===== src/rtl/vx_issue_sched_pkg.sv =====
// Shared types, execute-unit codes and sizing helpers for the warp issue scheduler.
package vx_issue_sched_pkg;

  localparam int WID_BITS = 2;
  localparam int EX_W     = 3;

  typedef logic [WID_BITS-1:0] wid_t;
  typedef logic [EX_W-1:0]     ex_type_t;

  localparam ex_type_t EX_ALU = 3'd0;
  localparam ex_type_t EX_LSU = 3'd1;
  localparam ex_type_t EX_CSR = 3'd2;
  localparam ex_type_t EX_FPU = 3'd3;
  localparam ex_type_t EX_GPU = 3'd4;

  // Starvation counter must hold 0..limit inclusive.
  function automatic int starve_ctr_w(input int limit);
    return $clog2(limit + 1);
  endfunction

endpackage


===== src/rtl/vx_issue_sched_rr_pick.sv =====
// Round-robin priority picker: first set request at or after ptr, wrapping.
module vx_issue_sched_rr_pick #(
  parameter  int N  = 4,
  localparam int IW = $clog2(N)
) (
  input  logic [N-1:0]  req,
  input  logic [IW-1:0] ptr,
  output logic [N-1:0]  gnt,
  output logic [IW-1:0] idx,
  output logic          any
);

  logic [IW-1:0] j;

  // Scan farthest offset first so the closest hit to ptr is the last write.
  always_comb begin
    gnt = '0;
    idx = '0;
    j   = '0;
    any = |req;
    for (int k = N - 1; k >= 0; k--) begin
      j = ptr + IW'(k);
      if (req[j]) begin
        gnt    = '0;
        gnt[j] = 1'b1;
        idx    = j;
      end
    end
  end

endmodule


===== src/rtl/vx_issue_sched.sv =====
// Per-warp issue scheduler: picks one hazard-free warp whose unit is ready,
// pops its buffer head and registers the pick for dispatch.
module vx_issue_sched
  import vx_issue_sched_pkg::*;
#(
  parameter int NUM_WARPS     = 4,
  parameter int EX_BITS       = 3,
  parameter int NUM_EX_UNITS  = 5,
  parameter int STARVE_LIMIT  = 15,
  parameter int PERF_CTR_BITS = 44,
  localparam int WW = $clog2(NUM_WARPS)
) (
  input  logic                         clk,
  input  logic                         reset,
  input  logic [NUM_WARPS-1:0]         warp_valid,
  input  logic [NUM_WARPS-1:0]         warp_hazard_free,
  input  logic [NUM_WARPS*EX_BITS-1:0] warp_ex_type,
  input  logic [NUM_EX_UNITS-1:0]      unit_ready,
  output logic [NUM_WARPS-1:0]         grant,
  output logic                         out_valid,
  output logic [WW-1:0]                out_wid,
  output logic [EX_BITS-1:0]           out_ex_type,
  input  logic                         out_ready,
  output logic [PERF_CTR_BITS-1:0]     perf_sched_stalls
);

  localparam int CW = starve_ctr_w(STARVE_LIMIT);

  logic [NUM_WARPS-1:0][CW-1:0] starve_ctr;
  logic [NUM_WARPS-1:0]         unit_ok, eligible, urgent;
  logic [NUM_WARPS-1:0]         urg_gnt, all_gnt;
  logic [WW-1:0]                urg_idx, all_idx, sel_wid, rr_ptr;
  logic                         urg_any, all_any, can_load;
  logic [EX_BITS-1:0]           sel_ex;

  assign can_load = !out_valid || out_ready;

  // Codes outside 0..NUM_EX_UNITS-1 match no unit and stay ineligible.
  always_comb begin
    unit_ok = '0;
    for (int w = 0; w < NUM_WARPS; w++)
      for (int u = 0; u < NUM_EX_UNITS; u++)
        if (warp_ex_type[w*EX_BITS +: EX_BITS] == EX_BITS'(u))
          unit_ok[w] = unit_ready[u];
  end

  assign eligible = warp_valid & warp_hazard_free & unit_ok & {NUM_WARPS{can_load}};

  vx_issue_sched_rr_pick #(.N(NUM_WARPS)) u_pick_urgent (
    .req (urgent & eligible),
    .ptr (rr_ptr),
    .gnt (urg_gnt),
    .idx (urg_idx),
    .any (urg_any)
  );

  vx_issue_sched_rr_pick #(.N(NUM_WARPS)) u_pick_all (
    .req (eligible),
    .ptr (rr_ptr),
    .gnt (all_gnt),
    .idx (all_idx),
    .any (all_any)
  );

  assign sel_wid = urg_any ? urg_idx : all_idx;
  assign sel_ex  = warp_ex_type[int'(sel_wid)*EX_BITS +: EX_BITS];
  assign grant   = (reset || !all_any) ? '0 : (urg_any ? urg_gnt : all_gnt);

  for (genvar w = 0; w < NUM_WARPS; w++) begin : g_starve
    assign urgent[w] = (starve_ctr[w] == CW'(STARVE_LIMIT));

    always_ff @(posedge clk) begin
      if (reset)
        starve_ctr[w] <= '0;
      else if (grant[w] || !warp_valid[w])
        starve_ctr[w] <= '0;
      else if (warp_hazard_free[w] && !urgent[w])
        starve_ctr[w] <= starve_ctr[w] + CW'(1);
    end
  end

  always_ff @(posedge clk) begin
    if (reset) begin
      rr_ptr            <= '0;
      out_valid         <= 1'b0;
      out_wid           <= '0;
      out_ex_type       <= '0;
      perf_sched_stalls <= '0;
    end else begin
      // A new pick overwrites a draining entry in the same cycle.
      if (|grant) begin
        rr_ptr      <= sel_wid + WW'(1);
        out_valid   <= 1'b1;
        out_wid     <= sel_wid;
        out_ex_type <= sel_ex;
      end else if (out_ready) begin
        out_valid <= 1'b0;
      end
      if ((|warp_valid) && !(|grant))
        perf_sched_stalls <= perf_sched_stalls + PERF_CTR_BITS'(1);
    end
  end

endmodule


===== config.mk =====
export PLATFORM = sky130hd
export DESIGN_NAME = vx_issue_sched
export DESIGN_NICKNAME = d
export VERILOG_FILES = /design/src/rtl/vx_issue_sched_pkg.sv /design/src/rtl/vx_issue_sched_rr_pick.sv /design/src/rtl/vx_issue_sched.sv
export SDC_FILE = /design/constraint.sdc
export NUM_CORES = 1
export LEC_CHECK = 0
export BUFFER_PORTS_ARGS = -buffer_cell sky130_fd_sc_hd__buf_2
export CELL_PAD_IN_SITES_DETAIL_PLACEMENT = 0
export CELL_PAD_IN_SITES_GLOBAL_PLACEMENT = 1
export CORE_ASPECT_RATIO = 0.8
export CORE_MARGIN = 4
export CORE_UTILIZATION = 40
export CTS_CLUSTER_DIAMETER = 30
export DETAILED_ROUTE_END_ITERATION = 10
export PLACE_DENSITY_LB_ADDON = 0.05
export SYNTH_ARGS = -nofsm -noshare
export SYNTH_HDL_FRONTEND = slang
export SYNTH_HIERARCHICAL = 1
export SYNTH_SLANG_ARGS = --single-unit

===== constraint.sdc =====
create_clock -name clk -period 11.6 [get_ports clk]
set_input_delay 0 -clock clk [delete_from_list [all_inputs] [get_ports clk]]
set_output_delay 0 -clock clk [all_outputs]
set_load 0.005 [all_outputs]

==> results.txt <==
----------------------------------------------------
[Status]
  Status ... finished, final reports clean

[Layout]
  Antenna fix cells ... 0
  Layout cell share with drive strength beyond 1 ... between 20 and 25%
  Area of combinational cells with multiple inputs ... about 0.0031 sq mm
  Fin nets ... between 600 and 700
  Filler instances ... between 1,000 and 1,500
  P&R area growth vs syn ... 17.1%
  Final cell count without fillers ... just under 800
  Final standard cell area without fillers ... between 0.005 and 0.006 sq mm
  Combined flip-flop and latch cell area ... between 0.001 and 0.0015 sq mm

[Worst setup path]
  WP depth ... 13
  Reg2reg end ... perf_sched_stalls[18]$_SDFFE_PP0P_
  Type of the worst setup path ... register to register
  Arrival time worst endpoint ... just over 5 ns
  Required time worst endpoint ... ~12 ns
  Top cell family by delay on the critical path ... simple AND/OR/NAND/NOR gates
  R2R setup slack ... 6.77 ns
  CP max FO ... 31
  Worst path max stage delay ... about 0.8 ns
  Total buffers and inverters traversed by the critical path ... 1
  Chain of cells forming the critical path ... ha_1 > nand3_1 > a211oi_1 > mux4_2 > and2b_2 > a221oi_1 > a22oi_1 > mux2i_1 > a31oi_1 > buf_4 > or3_1 > or4_1 > a21oi_1
  R2r worst-path depth ... 13
  Kind of launch point of the worst setup path ... register
  Launch point of the worst reg-to-reg path ... starve_ctr[12]$_SDFFE_PP0P_
  Worst setup EP type ... register
  Slowest library cell on the worst path ... or3_1

[Synthesis]
  Yosys cell types ... 66
  Commonest cells post-synth ... dfxtp_1, a21oi_1, nor2_1, nand2_1, nand3_1
  Flop and latch count out of synthesis ... a little under 70
  Cell taking the most area after synthesis ... dfxtp_1
  Warning count from the yosys run ... 6
  Primary FF master, synth ... dfxtp_1
  Largest cells by area after synthesis ... dfxtp_1, a21oi_1, ha_1, o31ai_1, or4_1
  Area of the mapped netlist ... around 0.0047 sq mm
  Fraction of registers with async set or reset after synthesis ... 0%
  Post-Synthesis Mean Instance Area ... about 8.4 sq um
  Number of nets in the synthesized netlist ... between 600 and 700
  Share of the yosys chip area belonging to registers ... 28.9%
  Count of flip-flops with a built-in enable after synthesis ... 0
  Top-count cell post-synth ... dfxtp_1
  Yosys top cell area share ... a little under 30%
  Synthesized instance count ... 564

[Timing]
  Final Max Slew Viols ... 0
  Relative slew margins ... 29.8%
  Maximum operating frequency ... 207 MHz
  Final min period ... ~4.8 ns
  Post-route clock skew ... approximately 0.012 ns
  Slack of the critical path ... approximately 6.8 ns
  Count of endpoints failing hold in the final timing report ... 0
  Setup violations, final ... 0
  Period Utilization, post-route ... 41.6%
  Worst Tran Pin Value ... between 1 and 1.5 ns
  Unrepaired setup endpoints after global routing ... false
  Total negative setup slack ... 0 ns

[Floorplan]
  Initial standard-cell utilization of the core ... 40.9%
  Horizontal extent of the die ... ~130 um
  Number of primary I/O pins ... 82
  FP Rows ... 35
  Core region area ... ~0.012 sq mm
  Floorplan die area ... ~0.014 sq mm
  Die Y-Extent ... around 110 um

[GRT]
  Global-route wire length before repair ... roughly 21,000 um
  Grt ovf ... 0
  Initial antenna violation count ... 0
  Global routing met2 resource utilization ... about a quarter
  Vias in the first global route ... around 4,100
  Grt met1 use ... between 20 and 30%
  Maximum number of pins on one net before global-route repair ... slightly below 60
  Global router's overall resource usage ... a little under a fifth
  Met3 track utilization from global routing ... a little over 5%
  Most congested layer reported by global routing ... met1

[Pwr]
  Power density relative to cell area ... between 100 and 150 mW/mm^2
  Leakage Power ... 2.03 nW
  Peak supply drop ... around 80 uV
  Pwr Total ... about 0.60 mW

[Placed design]
  Final weighted congestion in routability-driven placement ... between 0.9 and 1
  Cell area reported after detailed placement ... ~0.0052 sq mm
  Number of buffer cells added on primary ports ... between 80 and 90
  Detail Placement HPWL ... between 9000 and 10,000 um
  Dpl cells ... 764
  Worst slack, placed ... ~6.8 ns

[Clock tree]
  H-Tree Depth ... 3
  Buffers inserted during post-CTS setup optimization ... 0
  Clock Sinks ... slightly below 70
  Clock insertion delay at the later pin of the skew report ... approximately 0.34 ns
  Clock tree from TritonCTS ... yes
  Cell at the root of the clock tree ... clkbuf_16
  Total clock buffers created by CTS ... 9
  Maximum root-to-sink buffer count ... 2
  Clock transition at the registers of the reported paths ... about 0.060 ns

[Detailed routing]
  Average routed wire per standard cell ... 16.6 um
  Aggregate routed wire length ... ~13,000 um
  DRC errors left ... 0
  Remaining antenna violation count ... 0
  Via-per-instance ratio ... roughly 5.8
  DRC violation total after the first TritonRoute iteration ... around 300
  Initial DRT Pass Iterations ... 5
  Total via count after detailed routing ... 4,574

[Flow run]
  Max-cap check violation count ... 0

[Worst hold path]
  Hold Path Class ... input port to register
  Worst hold start ... out_ready
  Number of stages on the worst hold path ... 3
  Hold EP ... out_valid$_SDFFE_PP0P_

----------------------------------------------------
[tightest hold or removal path: cells and delay by family]
kind	cells	cell delay, ns
buffers and inverters	1	0.07
AOI/OAI and AO/OA	1	0.09
and+or+nand+nor	1	0.19
[report_power, final]
group / internal (mW) / leakage [nW] / switching [mW]
clock: 0.193 / 0.156 / 0.102
combinational: 0.0273 / 1.33 / 0.0400
sequential: 0.238 / 0.549 / 0.00390
total: 0.458 / 2.03 / 0.146
[worst max path at each step]
stage | startpoint | to | slack (ns)
floorplan | rr_ptr[1]$_SDFFE_PP0P_ | perf_sched_stalls[42]$_SDFFE_PP0P_ | 7.43
global route | starve_ctr[12]$_SDFFE_PP0P_ | perf_sched_stalls[26]$_SDFFE_PP0P_ | 6.37
finish | starve_ctr[12]$_SDFFE_PP0P_ | perf_sched_stalls[18]$_SDFFE_PP0P_ | 6.77
CTS | starve_ctr[12]$_SDFFE_PP0P_ | perf_sched_stalls[18]$_SDFFE_PP0P_ | 6.83
global placement | rr_ptr[0]$_SDFFE_PP0P_ | perf_sched_stalls[18]$_SDFFE_PP0P_ | 7.01
detailed placement | starve_ctr[12]$_SDFFE_PP0P_ | perf_sched_stalls[18]$_SDFFE_PP0P_ | 6.85
[metal layers]
metal	part of all wire, %	wire (um)
met1	51	6620
met2	41	5330
met3	6.1	787
met4	2.0	257
met5	0	0
[timing repair]
item / in CTS / in global routing
resized for setup: 0 / 0
endpoints found under the hold margin: 4 / 0
setup endpoints to repair: 0 / 0
hold buffers: 4 / 0
[registers in the layout, indices dropped and copies added (netlist names)]
register	flops
perf_sched_stalls	44
starve_ctr	16
out_ex_type	3
out_wid	2
rr_ptr	2
out_valid	1
[layout by cell type (no fill, tap or decap), types with 5 or more instances in the layout]
| cell | Yosys | final |
|---|---|---|
| or4_1 | 26 | 26 |
| nand4_1 | 10 | 10 |
| or3b_2 | 8 | 8 |
| a221oi_1 | 5 | 5 |
| nand3_1 | 35 | 35 |
| a211oi_1 | 7 | 7 |
| o21ai_0 | 11 | 11 |
| mux4_2 | 8 | 8 |
| o211ai_1 | 8 | 8 |
| inv_1 | 15 | 15 |
| nand2_1 | 39 | 39 |
| clkbuf_16 | 0 | 9 |
| xor2_1 | 5 | 5 |
| buf_4 | 1 | 6 |
| nor2_1 | 40 | 40 |
| o31ai_1 | 26 | 26 |
| buf_2 | 10 | 81 |
| dfxtp_1 | 68 | 68 |
| ha_1 | 21 | 21 |
| xnor2_1 | 12 | 12 |
| a21oi_1 | 65 | 65 |
| nor2b_1 | 5 | 5 |
| mux2i_1 | 16 | 16 |
| nor4_1 | 10 | 10 |
| nand2b_1 | 8 | 8 |
| nor3_1 | 12 | 12 |
| or3_1 | 9 | 9 |
[cell type report]
type | count | area share (%)
flip-flops and latches | 68 | 24.7
multi-input cells | 446 | 56.3
repair buffers | 91 | 8.89
inverters | 15 | 1.02
well taps | 148 | 3.36
clock buffers | 11 | 4.40
clock inverters | 4 | 1.34
[cells by family (layout without fill, tap and decap cells)]
family | after synthesis | count (layout) | share of synthesized area, %
simple gates | 234 | 234 | 28.3
buf+inv | 50 | 121 | 5.18
flops | 68 | 68 | 28.9
mux | 30 | 30 | 9.30
xor+xnor | 17 | 17 | 3.16
compound gates | 144 | 144 | 19.5
fa+ha+maj | 21 | 21 | 5.58
[through the flow]
| step | hold WS (ns) | util [%] |
|---|---|---|
| floorplan | 0.158 | - |
| global placement | 0.312 | 44.8 |
| detailed placement | 0.324 | 44.8 |
| CTS | 0.0797 | 47.9 |
| global route | 0.101 | 47.9 |
| finish | 0.0760 | 47.9 |
Note: power is estimated with default switching activity, not from simulation.
